==> config.mk <==
export PLATFORM = sky130hd
export DESIGN_NAME = mult_arbiter_flat
export DESIGN_NICKNAME = d
export VERILOG_FILES = /design/src/rtl/mult_ctrl_pkg.sv /design/src/rtl/mult_arbiter_if.sv /design/src/rtl/rr_arb2.sv /design/src/rtl/mult_arbiter.sv /design/src/flat_wrapper.sv
export SDC_FILE = /design/constraint.sdc
export NUM_CORES = 1
export LEC_CHECK = 0
export ABC_CLOCK_PERIOD_IN_PS = 1900
export CORE_ASPECT_RATIO = 1.1
export CORE_MARGIN = 3
export CORE_UTILIZATION = 35
export CTS_CLUSTER_SIZE = 28
export DETAILED_ROUTE_END_ITERATION = 6
export GPL_TIMING_DRIVEN = 1
export MAX_ROUTING_LAYER = met4
export PLACE_DENSITY_LB_ADDON = 0.2
export SYNTH_ARGS = -nofsm -noshare
export SYNTH_HDL_FRONTEND = slang
export SYNTH_SLANG_ARGS = --single-unit
==> constraint.sdc <==
create_clock -name clk -period 1.9 [get_ports clk]
set_clock_uncertainty 0.15 [all_clocks]
set_input_delay 0.285 -clock clk [delete_from_list [all_inputs] [get_ports clk]]
set_output_delay 0.285 -clock clk [all_outputs]
set_load 0.05 [all_outputs]
==> src/rtl/mult_ctrl_pkg.sv <==
// rtl/mult_ctrl_pkg.sv - shared types and sizes for the multiplier arbiter
package mult_ctrl_pkg;
  localparam int W           = 16;
  localparam int PW          = 2 * W;
  localparam int MUL_LAT_DEF = 20;

  typedef enum logic [2:0] {
    ST_FLUSH = 3'd0,
    ST_IDLE  = 3'd1,
    ST_START = 3'd2,
    ST_WAIT  = 3'd3,
    ST_DONE  = 3'd4
  } state_e;
endpackage

==> src/rtl/mult_arbiter_if.sv <==
// rtl/mult_arbiter_if.sv - requester ports plus multiplier core hookup
interface mult_arbiter_if #(
  parameter int W = mult_ctrl_pkg::W
);
  logic             req0, req1;
  logic [W-1:0]     a0, b0, a1, b1;
  logic             ack0, ack1;
  logic             done0, done1;
  logic [2*W-1:0]   res0, res1;
  logic             busy;
  logic             mul_ini;
  logic [W-1:0]     mul_a, mul_b;
  logic [2*W-1:0]   mul_res;

  modport slave (
    input  req0, req1, a0, b0, a1, b1, mul_res,
    output ack0, ack1, done0, done1, res0, res1, busy, mul_ini, mul_a, mul_b
  );

  modport master (
    output req0, req1, a0, b0, a1, b1, mul_res,
    input  ack0, ack1, done0, done1, res0, res1, busy, mul_ini, mul_a, mul_b
  );
endinterface

==> src/rtl/rr_arb2.sv <==
// rtl/rr_arb2.sv - combinational two-way round-robin grant
module rr_arb2 (
  input  logic [1:0] req,
  input  logic       last_gnt,
  output logic       gnt_valid,
  output logic       gnt_idx
);
  always_comb begin
    gnt_valid = |req;
    // On contention favour whoever was not served last.
    if (req == 2'b11) gnt_idx = ~last_gnt;
    else              gnt_idx = req[1];
  end
endmodule

==> src/rtl/mult_arbiter.sv <==
// rtl/mult_arbiter.sv - two-port round-robin front end for a fixed-latency sequential multiplier
module mult_arbiter
  import mult_ctrl_pkg::*;
#(
  parameter int MUL_LAT = MUL_LAT_DEF
) (
  input  logic          clk,
  input  logic          rst,
  mult_arbiter_if.slave bus
);
  localparam int            CW       = $clog2(MUL_LAT + 1);
  localparam logic [CW-1:0] CNT_LOAD = CW'(MUL_LAT - 1);

  state_e        state_q, state_d;
  logic [CW-1:0] cnt_q, cnt_d;
  logic          gnt_q, gnt_d;
  logic          last_gnt_q, last_gnt_d;
  logic [W-1:0]  mul_a_q, mul_a_d, mul_b_q, mul_b_d;
  logic          mul_ini_q, mul_ini_d;
  logic          busy_q, busy_d;
  logic [1:0]    ack_q, ack_d, done_q, done_d;
  logic [PW-1:0] res0_q, res0_d, res1_q, res1_d;
  logic          gnt_valid, gnt_idx;

  rr_arb2 u_arb (
    .req       ({bus.req1, bus.req0}),
    .last_gnt  (last_gnt_q),
    .gnt_valid (gnt_valid),
    .gnt_idx   (gnt_idx)
  );

  always_comb begin
    state_d    = state_q;
    cnt_d      = cnt_q;
    gnt_d      = gnt_q;
    last_gnt_d = last_gnt_q;
    mul_a_d    = mul_a_q;
    mul_b_d    = mul_b_q;
    res0_d     = res0_q;
    res1_d     = res1_q;
    mul_ini_d  = 1'b0;
    ack_d      = 2'b00;
    done_d     = 2'b00;
    case (state_q)
      // The core has no reset, so let any in-flight operation drain first.
      ST_FLUSH: begin
        if (cnt_q == '0) state_d = ST_IDLE;
        else             cnt_d   = cnt_q - 1'b1;
      end
      ST_IDLE: begin
        if (gnt_valid) begin
          gnt_d          = gnt_idx;
          last_gnt_d     = gnt_idx;
          mul_a_d        = gnt_idx ? bus.a1 : bus.a0;
          mul_b_d        = gnt_idx ? bus.b1 : bus.b0;
          mul_ini_d      = 1'b1;
          ack_d[gnt_idx] = 1'b1;
          state_d        = ST_START;
        end
      end
      ST_START: begin
        cnt_d   = CNT_LOAD;
        state_d = ST_WAIT;
      end
      ST_WAIT: begin
        if (cnt_q == '0) begin
          if (gnt_q) res1_d = bus.mul_res;
          else       res0_d = bus.mul_res;
          done_d[gnt_q] = 1'b1;
          state_d       = ST_DONE;
        end else begin
          cnt_d = cnt_q - 1'b1;
        end
      end
      ST_DONE:  state_d = ST_IDLE;
      default:  state_d = ST_FLUSH;
    endcase
    busy_d = (state_d != ST_IDLE);
  end

  always_ff @(posedge clk) begin
    if (rst) begin
      state_q    <= ST_FLUSH;
      cnt_q      <= CNT_LOAD;
      gnt_q      <= 1'b0;
      last_gnt_q <= 1'b1;
      mul_a_q    <= '0;
      mul_b_q    <= '0;
      mul_ini_q  <= 1'b0;
      busy_q     <= 1'b1;
      ack_q      <= 2'b00;
      done_q     <= 2'b00;
      res0_q     <= '0;
      res1_q     <= '0;
    end else begin
      state_q    <= state_d;
      cnt_q      <= cnt_d;
      gnt_q      <= gnt_d;
      last_gnt_q <= last_gnt_d;
      mul_a_q    <= mul_a_d;
      mul_b_q    <= mul_b_d;
      mul_ini_q  <= mul_ini_d;
      busy_q     <= busy_d;
      ack_q      <= ack_d;
      done_q     <= done_d;
      res0_q     <= res0_d;
      res1_q     <= res1_d;
    end
  end

  assign bus.ack0    = ack_q[0];
  assign bus.ack1    = ack_q[1];
  assign bus.done0   = done_q[0];
  assign bus.done1   = done_q[1];
  assign bus.res0    = res0_q;
  assign bus.res1    = res1_q;
  assign bus.busy    = busy_q;
  assign bus.mul_ini = mul_ini_q;
  assign bus.mul_a   = mul_a_q;
  assign bus.mul_b   = mul_b_q;
endmodule
==> src/flat_wrapper.sv <==
// flat-port wrapper written by rule: the top's interface ports become plain ports
module mult_arbiter_flat import mult_ctrl_pkg::*;
#(
  parameter int MUL_LAT = MUL_LAT_DEF
)
  (clk, rst, bus_req0, bus_req1, bus_a0, bus_b0, bus_a1, bus_b1, bus_mul_res, bus_ack0, bus_ack1, bus_done0, bus_done1, bus_res0, bus_res1, bus_busy, bus_mul_ini, bus_mul_a, bus_mul_b);
  mult_arbiter_if bus_i ();
  input  logic clk;
  input  logic rst;
  input wire logic [$bits(bus_i.req0)-1:0] bus_req0;
  input wire logic [$bits(bus_i.req1)-1:0] bus_req1;
  input wire logic [$bits(bus_i.a0)-1:0] bus_a0;
  input wire logic [$bits(bus_i.b0)-1:0] bus_b0;
  input wire logic [$bits(bus_i.a1)-1:0] bus_a1;
  input wire logic [$bits(bus_i.b1)-1:0] bus_b1;
  input wire logic [$bits(bus_i.mul_res)-1:0] bus_mul_res;
  output wire logic [$bits(bus_i.ack0)-1:0] bus_ack0;
  output wire logic [$bits(bus_i.ack1)-1:0] bus_ack1;
  output wire logic [$bits(bus_i.done0)-1:0] bus_done0;
  output wire logic [$bits(bus_i.done1)-1:0] bus_done1;
  output wire logic [$bits(bus_i.res0)-1:0] bus_res0;
  output wire logic [$bits(bus_i.res1)-1:0] bus_res1;
  output wire logic [$bits(bus_i.busy)-1:0] bus_busy;
  output wire logic [$bits(bus_i.mul_ini)-1:0] bus_mul_ini;
  output wire logic [$bits(bus_i.mul_a)-1:0] bus_mul_a;
  output wire logic [$bits(bus_i.mul_b)-1:0] bus_mul_b;
  assign bus_i.req0 = bus_req0;
  assign bus_i.req1 = bus_req1;
  assign bus_i.a0 = bus_a0;
  assign bus_i.b0 = bus_b0;
  assign bus_i.a1 = bus_a1;
  assign bus_i.b1 = bus_b1;
  assign bus_i.mul_res = bus_mul_res;
  assign bus_ack0 = bus_i.ack0;
  assign bus_ack1 = bus_i.ack1;
  assign bus_done0 = bus_i.done0;
  assign bus_done1 = bus_i.done1;
  assign bus_res0 = bus_i.res0;
  assign bus_res1 = bus_i.res1;
  assign bus_busy = bus_i.busy;
  assign bus_mul_ini = bus_i.mul_ini;
  assign bus_mul_a = bus_i.mul_a;
  assign bus_mul_b = bus_i.mul_b;
  mult_arbiter #(.MUL_LAT(MUL_LAT)) u_core (.clk(clk), .rst(rst), .bus(bus_i));
endmodule
# After elaboration in Yosys (flattened, before gate mapping)

Index checks and enable logic that the tools add are counted.

Equal/unequal tests: 7
Mux-type cells: 14
Reductions and logical operators: 14
$lt $le $gt $ge: 4
$add $sub $neg: 1
Bitwise logic cells: 6

Operator list:

| cell                                                       | number |
|---|---|
| 2-to-1 mux 16 bit                                          | 2 |
| case mux 3 bit (5 select lines)                            | 1 |
| case mux 5 bit (2 select lines)                            | 1 |
| 2-to-1 mux 3 bit                                           | 3 |
| equality test 3 x 2 -> 1 bit, second input constant        | 2 |
| inverter 1 bit                                             | 6 |
| AND reduction 3 bit                                        | 2 |
| OR reduction 2 bit                                         | 3 |
| OR reduction 3 bit                                         | 2 |
| logical NOT 5 bit                                          | 1 |
| 2-to-1 mux 5 bit                                           | 1 |
| subtractor 5 x 1 -> 5 bit, second input constant           | 1 |
| less-than comparator 1 x 2 -> 1 bit, second input constant | 2 |
| 2-to-1 mux 1 bit                                           | 4 |
| AND reduction 2 bit                                        | 2 |
| equality test 3 x 1 -> 1 bit, second input constant        | 1 |
| equality test 3 bit, second input constant                 | 1 |
| logical NOT 3 bit                                          | 1 |
| != test 3 x 1 -> 1 bit, second input constant              | 1 |
| demux 1 bit (select 1 bit)                                 | 2 |
| equality test 2 bit, second input constant                 | 1 |
| greater-or-equal comparator 1 bit, second input constant   | 2 |
| logical AND 1 bit                                          | 2 |
| != test 2 bit, second input constant                       | 1 |
| nonzero test 2 bit                                         | 1 |

Bits of input ports: 100
Flip-flop bits (word level): 112
Output and inout port bits: 102
Logic and storage cells: 58

# Depth between registers and ports, before layout

Gate-level depths: netlist of the first run.

Word-level depth: 6
Depth in mapped cells: 7
Mapped depth without buffers: 5

# Hierarchy

A second synthesis of the first run with hierarchy kept.

Cell total of the unflattened synthesis: 465
Area total of the unflattened synthesis: 4191.5 sq um

Modules (own cells, without submodules):

| module       | seq. area each (sq um) | cells each | area each (sq um) | instances |
|---|---|---|---|---|
| mult_arbiter | 2242.2                 | 463        | 4177.8            | 1 |
| rr_arb2      | 0.0                    | 2          | 13.8              | 1 |

# Least setup slack after synthesis of the first run

No wires, ideal clock.

Kind: reg2reg
Start: register u_core.cnt_q[0]
End: register u_core.state_q[0]
Data arrival time: 1589 ps
Period minus slack after synthesis: 1826 ps
Slack: 74 ps
Library setup time: 86 ps
Path buffers: 0
Stages on the path, launching flop included: 6
Data required time: 1664 ps
Cell sequence: dfxtp_1 inv_1 ha_1 or4b_4 a221o_1 a221oi_2

Word-level cells in the longest chain between the ends: 3
Elaborated cells between the ends (all ways): 4
Those cells by class: 3 x mux; 1 x reduce/logical

Ends and longest elaborated chain:

| item                                | line                                   | text |
|---|---|---|
| start, declared                     | mult_arbiter.sv:15                     | `logic [CW-1:0] cnt_q, cnt_d;` |
| start signal, assigned              | mult_arbiter.sv:97                     | `cnt_q <= cnt_d;` |
| logical NOT 5 bit (*)               | mult_arbiter.sv:47, mult_arbiter.sv:66 |  |
| 2-to-1 mux 3 bit (on tied branches) | mult_arbiter.sv:66, mult_arbiter.sv:47 |  |
| case mux 3 bit (5 select lines) (*) | mult_arbiter.sv:44                     | `case (state_q)` |
| end signal, assigned                | mult_arbiter.sv:96                     | `state_q <= state_d;` |
| end, declared                       | mult_arbiter.sv:14                     | `state_e state_q, state_d;` |

Every way passes the cells marked *; elsewhere a longest branch is shown, timed or not.
A chain may end at the register's enable or synchronous reset.

# Worst setup path in the final report of the first run

Start: register u_core.cnt_q[0]
End: register u_core.cnt_q[4]

Word-level cells in the longest chain between the ends: 3
Elaborated cells between the ends (all ways): 6
Those cells by class: 1 x add/sub; 1 x eq/ne; 2 x mux; 2 x reduce/logical

Ends and longest elaborated chain:

| item |
|---|
| subtractor 5 x 1 -> 5 bit or logical NOT 5 bit (tied branches) |
| 2-to-1 mux 5 bit or != test 2 bit (tied branches) |
| case mux 5 bit (2 select lines) or AND reduction 2 bit (tied branches) |

Parallel ways exist; a longest one is shown, timed or not. The select of a mux whose other input is x is not followed.

==> results of run 1 <==
synthesized netlist by cell type, drive strengths merged, types with 2 or more instances:
cell	number
o21ai	69
nand2	67
dfxtp	112
a21boi	2
or3b	2
a21bo	2
inv	4
nor3	5
nor4bb	2
ha	2
o311ai	2
nand3	65
a31oi	2
nor2b	5
nor2	8
a21oi	97
nand3b	2
nand4bb	2
or4b	3
a311oi	32
nor4b	2
nand4	2
buf	22
clkbuf	42
flip-flops by register name, summed over array words and instances (netlist names):
signal              cells
u_core.last_gnt_q       1
u_core.bus.busy         1
u_core.bus.mul_b       16
u_core.cnt_q            5
u_core.ack_q            2
u_core.bus.res1        32
u_core.bus.mul_a       16
u_core.bus.mul_ini      1
u_core.state_q          3
u_core.done_q           2
u_core.bus.res0        32
u_core.gnt_q            1
through the flow:
stage | setup TNS, ns | hold slack, ns | setup WS, ns | total power, mW
final | 0 | 0.1643 | 0.08536 | 5.580
after global routing | 0 | 0.1955 | 0.009346 | 5.792
after CTS | 0 | 0.1512 | 0.007534 | 5.588
after detailed placement | -0.5048 | 0.3156 | -0.05607 | 3.471
after global placement | 0 | 0.3092 | 0.03001 | 3.455
after floorplan | 0 | 0.2827 | 0.07421 | 3.026
kinds of logic after synthesis:
kind of cell / count (synthesis) / synth area share, %
buf+inv: 68 / 6.149
flops: 112 / 47.50
simple gates: 177 / 19.27
fa+ha+maj: 2 / 0.5300
mux: 1 / 0.2120
compound gates: 213 / 26.35
how the worst min path moves through the flow:
stage                                    start                               to  slack (ns)  cells after the start
2_1_floorplan                   bus_mul_res[0]  u_core.bus.res1[0]$_SDFFE_PP0P_        0.28                      2
3_3_place_gp   u_core.bus.res0[4]$_SDFFE_PP0P_  u_core.bus.res0[4]$_SDFFE_PP0P_        0.31                      2
3_5_place_dp   u_core.bus.res0[0]$_SDFFE_PP0P_  u_core.bus.res0[0]$_SDFFE_PP0P_        0.32                      2
4_1_cts                                    rst     u_core.cnt_q[1]$_SDFFE_PP1P_        0.15                      3
5_1_grt                                    rst     u_core.cnt_q[1]$_SDFFE_PP1P_        0.20                      3
6_report                                   rst     u_core.cnt_q[1]$_SDFFE_PP1P_        0.16                      3
per-layer routing:
| metal | share of wire, % | up-vias | track usage (%) |
|---|---|---|---|
| met5 | 0 | - | - |
| met1 | 44 | 2311 | 26.42 |
| li1 | - | 2446 | - |
| met3 | 8.1 | 14 | 3.494 |
| met4 | 1.1 | 0 | 5.398 |
| met2 | 47 | 249 | 30.60 |
timing repair:
| item | in CTS | in global routing |
|---|---|---|
| setup buffers | 0 | 4 |
| resized for setup | 9 | 7 |
| pin swaps | 0 | 2 |
| setup endpoints to repair | 9 | 14 |
power by group:
| part | internal (mW) | switching, mW |
|---|---|---|
| sequential | 2.43 | 0.0630 |
| combinational | 0.459 | 0.513 |
| clock | 1.27 | 0.852 |
layout make-up:
| class | count | area [um2] |
|---|---|---|
| inverters | 4 | 15.01 |
| flip-flops and latches | 112 | 2247 |
| clock inverters | 4 | 73.82 |
| well taps | 157 | 196.4 |
| fillers | 1200 | 5748 |
| repair buffers | 234 | 2126 |
| multi-input cells | 393 | 2240 |
| clock buffers | 12 | 266.5 |
cell usage in the layout, fill, tap and decap left out, drive strengths merged, types with 3 or more instances in the layout:
master / count
clkdlybuf4s50: 98
buf: 127
a311oi: 32
nand2: 67
nor2: 8
dlygate4sd2: 9
nor3: 5
inv: 5
nand3: 65
nor2b: 5
o21ai: 69
a21oi: 97
clkbuf: 12
dfxtp: 112
or4b: 3
critical path: stages (launching register included):
cell     delay [ns]
dfxtp_2        0.33
inv_2          0.09
buf_4          0.11
ha_1           0.16
or4b_2         0.58
o21ai_0        0.17
nand4_1        0.10
==> out/metrics.cfg, run 1 <==
[clock_tree]
cts_tree = done
clk_pin_slew_ns = 0.07
clockBufferDepth = 2
hold_buffers = 0
cts_buffers = 9
cts_num_sinks = 112
htree_levels = 3
clockRootBuffer = clkbuf_16
clk_latency_ns = 0.34

[yosys]
synth_edf_count = 0
synth_area_leaders = dfxtp_1 (47%), a21oi_1 (10%), nand3_1 (6.9%)
syn_area_mm2 = 0.004721
yosys_warnings = 0
synth_cells = 573
synth_area_leader_cell = dfxtp_1
avgSynthCellArea_um2 = 8.239
ys_seq_area_share_pct = 47.50
synth.net_count = 675
synth_top_flop_cell = dfxtp_1
synth.distinct_cells = 52
async_flop_share_pct = 0
synth_top_area_share_pct = 47.50
synth_seq_cells = 112

[pwr]
irDropWorstVdd_mv = 0.3861
power.density_mw_per_mm2 = 778.8
leakagePower_nw = 2.742

[sta]
fin_crit_ns = 1.815
finalSetupViolCount = 0
rsz0062_at_grt = no
drv_slew = 0
fmax_mhz = 551.1
worstMarginPinSlew_ns = 0.4796
finalCritPeriodShare_pct = 95.51
relSlewSlack_pct = 67.62
hold_viol = 0

[global_routing]
antenna_found_initial = 0
grt_pass1_wl_um = 23200
gr-usage-all-layers_pct = 19.70
grt_pass1_vias = 4722
grt_max_degree = 80
overflow = 0

[worst_setup_path]
critPathLaunchType = register
worstRegToRegCells = 6
crit_end = u_core.cnt_q[4]$_SDFFE_PP1P_
worstPathRequired_ns = 1.97
endpoint_kind = register
r2r-start = u_core.cnt_q[0]$_SDFFE_PP1P_
rr_endpoint = u_core.cnt_q[4]$_SDFFE_PP1P_
crit_arrival_ns = 1.89
worstSetupPathType = register to register
cp-startpoint = u_core.cnt_q[0]$_SDFFE_PP1P_
cp_max_fo = 3
r2r_slack_ns = 0.09

[layout]
final_core_util_pct = 55.48
drive_gt1_share_pct = 21.34
fin_area_mm2 = 0.007164
syn_to_final_growth_pct = 51.76
fin_cells = 916
diodes = 0
nNetsFinal = 856

[placement]
hpwlAfterDp_um = 10210
post-place-cells = 896
port_buffers = 201
place_area_mm2 = 0.006788
place_congestion = 0.8498

[floorplanning]
dieHeight_um = 127.8
pin_count = 202
die_area_mm2 = 0.01492
core-area_mm2 = 0.01291
die_w_um = 116.7
fp-row-count = 43
initial_core_util_pct = 36.56

[detailed_routing]
routed_wl_um = 14900
postRouteAntennaNets = 0
routed_via_density = 5.480
vias = 5020
drc = 0
first_pass_iters = 5
dr.first_iter.drc_count = 464
wl_per_cell_um = 16.27

[job]
drv_cap = 0

[hold_path]
hold_class = primary input to register

[status]
run_status = complete, no violations

Power figures use the tool's default switching activity.
==> inputs of run 2 (changes only) <==
--- a/config.mk
+++ b/config.mk
@@ -5,8 +5,7 @@
 export SDC_FILE = /design/constraint.sdc
 export NUM_CORES = 1
 export LEC_CHECK = 0
-export ABC_CLOCK_PERIOD_IN_PS = 1900
-export CORE_ASPECT_RATIO = 1.1
+export ABC_CLOCK_PERIOD_IN_PS = 1550
 export CORE_MARGIN = 3
 export CORE_UTILIZATION = 35
 export CTS_CLUSTER_SIZE = 28
==> constraint.sdc (replaced) <==
create_clock -name clk -period 1.55 [get_ports clk]
set_clock_uncertainty 0.15 [all_clocks]
set_input_delay 0.2325 -clock clk [delete_from_list [all_inputs] [get_ports clk]]
set_output_delay 0.2325 -clock clk [all_outputs]
set_load 0.05 [all_outputs]
==> run 2 against run 1 <==
  * The flow now finishes with violations (setup timing)
  * Routed wire length rose by 56%
  * Non-clock buffer count rose by 68
  * Sequential share of layout area down 9.8 points
  * Worst setup slack worse by 0.35 ns
  * Clock-buffer cell count increased by 1
  * Sequential cell count unchanged
  * First-iteration DRC count increased by 3.4%
  * Combinational power increased by 81%
  * Final area up 46%
  * Maximum frequency fell by 0.12%
  * Cell count grew 9.1%
  * Sequential power is 23% higher
  * Critical endpoint is now u_core.bus.res1[18]$_SDFFE_PP0P_
  * Largest cell class is now non-clock buffers
  * Largest power group unchanged
  * Highest routed layer unchanged
==> out/metrics.cfg, run 2 (synthesis gave the netlist of run 1 again) <==
[sta]
fin_crit_ns = 1.817  ; was 1.815 ns
finalSetupViolCount = 104  ; was 0
rsz0062_at_grt = yes  ; was no
fmax_mhz = 550.4  ; was 551.1 MHz
relSlewSlack_pct = 44.78  ; was 67.62%
hold_viol = 0  ; unchanged
finalCritPeriodShare_pct = 117.2  ; was 95.51%
drv_slew = 0  ; unchanged
worstMarginPinSlew_ns = 0.8283  ; was 0.4796 ns
layout_setup_ws_ns = -0.2668  ; was 0.08536 ns

[clock_tree]
clk_latency_ns = 0.35  ; was 0.34 ns
clockRootBuffer = clkbuf_16  ; unchanged
clk_pin_slew_ns = 0.07  ; about the same
cts_num_sinks = 112  ; unchanged
hold_buffers = 0  ; unchanged
cts_buffers = 9  ; unchanged
htree_levels = 3  ; unchanged
cts_tree = done  ; unchanged
clockBufferDepth = 2  ; unchanged

[placement]
post-place-cells = 935  ; was 896
place_congestion = 0.8696  ; was 0.8498
hpwlAfterDp_um = 11570  ; was 10210 um
port_buffers = 201  ; unchanged
dp_slack_ns = -0.3772  ; was -0.05607 ns

[detailed_routing]
first_pass_iters = 5  ; unchanged
drc = 0  ; unchanged
vias = 5952  ; was 5020
dr.first_iter.drc_count = 480  ; was 464
routed_wl_um = 23260  ; was 14900 um
postRouteAntennaNets = 0  ; unchanged
routed_via_density = 5.958  ; was 5.480
wl_per_cell_um = 23.29  ; was 16.27 um

[worst_setup_path]
r2r-start = u_core.cnt_q[0]$_SDFFE_PP1P_  ; unchanged
cp_max_fo = 6  ; was 3
worstPathRequired_ns = 1.68  ; was 1.97 ns
endpoint_kind = register  ; unchanged
critPathLaunchType = register  ; unchanged
crit_arrival_ns = 1.95  ; was 1.89 ns
worstSetupPathType = register to register  ; unchanged
worstRegToRegCells = 8  ; was 6
cp-startpoint = u_core.cnt_q[0]$_SDFFE_PP1P_  ; unchanged

[layout]
fillers = 672  ; was 1200
fin_cells = 999  ; was 916
final_cell_mix = buf_12 (120), dfxtp_1 (107), clkdlybuf4s50_1 (98), nand2_1 (67), a21oi_1 (56)  ; was buf_4 (118), dfxtp_1 (110), clkdlybuf4s50_1 (98), a21oi_1 (97), nand2_1 (67)
diodes = 0  ; unchanged
layout_commonest_cell = buf_12  ; was buf_4
drive_gt1_share_pct = 48.13  ; was 21.34%
nNetsFinal = 924  ; was 856
syn_to_final_growth_pct = 120.9  ; was 51.76%

[hold_path]
min_delay_path_depth = 3  ; unchanged
hold_class = primary input to register  ; unchanged
hold_path_startpoint = rst  ; unchanged

[global_routing]
grt_pass1_wl_um = 28440  ; was 23200 um
overflow = 0  ; unchanged
grt_pass1_vias = 5558  ; was 4722
antenna_found_initial = 0  ; unchanged
gr-usage-all-layers_pct = 24.87  ; was 19.70%
grt_max_degree = 57  ; was 80

[floorplanning]
initial_core_util_pct = 36.66  ; was 36.56%
core-area_mm2 = 0.01288  ; was 0.01291 mm2
die_area_mm2 = 0.01492  ; about the same
fp-row-count = 41  ; was 43
die_w_um = 122.1  ; was 116.7 um
pin_count = 202  ; unchanged
dieHeight_um = 122.1  ; was 127.8 um

[job]
drv_cap = 0  ; unchanged

[pwr]
irDropWorstVdd_mv = 0.5063  ; was 0.3861 mV
power.density_mw_per_mm2 = 687.2  ; was 778.8 mW/mm2
leakagePower_nw = 3.578  ; was 2.742 nW

[status]
run_status = complete, but fails checks  ; was complete, no violations
violations = setup timing

## run 2: cell types whose count changed in the layout (fill, tap and decap cells not counted), moves of 12 or more
| cell | before | now |
|---|---|---|
| buf_12 | 9 | 120 |
| buf_4 | 118 | 38 |
| o21ai_0 | 59 | 12 |
| a21oi_1 | 97 | 56 |
| a21oi_2 | 0 | 41 |
| nand3_1 | 65 | 25 |
| o21ai_2 | 0 | 30 |
| buf_6 | 0 | 27 |
| nand3_2 | 0 | 26 |
| a311oi_1 | 32 | 14 |
| a311oi_2 | 0 | 18 |
| o21ai_4 | 0 | 16 |
| nand3_4 | 0 | 14 |
| clkbuf_16 | 9 | 21 |
## run 2: metal layers
| layer | vias up | track usage, % | share of wire, % |
|---|---|---|---|
| met5 | - | - | 0 |
| met4 | 0 | 8.188 | 4.6 |
| met3 | 107 | 7.985 | 9.0 |
| met2 | 353 | 41.95 | 50 |
| met1 | 2884 | 27.97 | 36 |
| li1 | 2608 | - | - |
## run 2: path summary, 6_finish.rpt
check | slack [ns] | to
worst min register to register | 0.36 | u_core.bus.res1[9]$_SDFFE_PP0P_
worst min-delay path | 0.12 | u_core.cnt_q[1]$_SDFFE_PP1P_
worst max-delay path | -0.27 | u_core.bus.res1[18]$_SDFFE_PP0P_
worst max register to register | -0.27 | u_core.bus.res1[18]$_SDFFE_PP0P_
## run 2: layout make-up
class	instances	area (um2)	share of cell area (%)
clock inverter	3	23.77	0.2280
timing repair buffer	302	4428	42.47
tap	172	215.2	2.064
inverter	4	17.52	0.1680
multi-input combinational	393	3218	30.87
clock buffer	13	270.3	2.592
sequential	112	2253	21.61
## run 2: what timing repair did
item / in CTS / in global routing
pin swaps: 21 / 81
buffers inserted: 18 / 11
hold endpoints to repair: 0 / 0
setup endpoints to repair: 96 / 110
resized for setup: 55 / 222
gates cloned: 12 / 15
## run 2: stage by stage
step	TNS [ns]	cell area (um2)	hold WS [ns]	total power [mW]	utilization [%]
after floorplan	-1.205	4797	0.2302	3.735	-
after global placement	-12.11	8278	0.3475	4.507	64.29
after detailed placement	-17.23	8278	0.3540	4.548	64.29
after CTS	-10.84	9210	0.09266	6.910	71.53
after global routing	-20.22	10430	0.1228	7.358	80.97
final	-14.54	10430	0.1215	7.164	80.97
## run 2: worst max-delay path, cell delays in order (launching register included)
cell       delay (ns)
dfxtp_2          0.33
inv_4            0.08
ha_4             0.14
buf_6            0.11
and4bb_4         0.34
buf_12           0.17
clkbuf_16        0.16
nand3_2          0.10
a21oi_2          0.17
## run 2: power breakdown
group          internal [mW]  leakage, nW  switching (mW)
logic                  0.916         2.53           0.845
registers               2.97        0.906          0.0961
clock network           1.24        0.144            1.10
total                   5.12         3.58            2.04
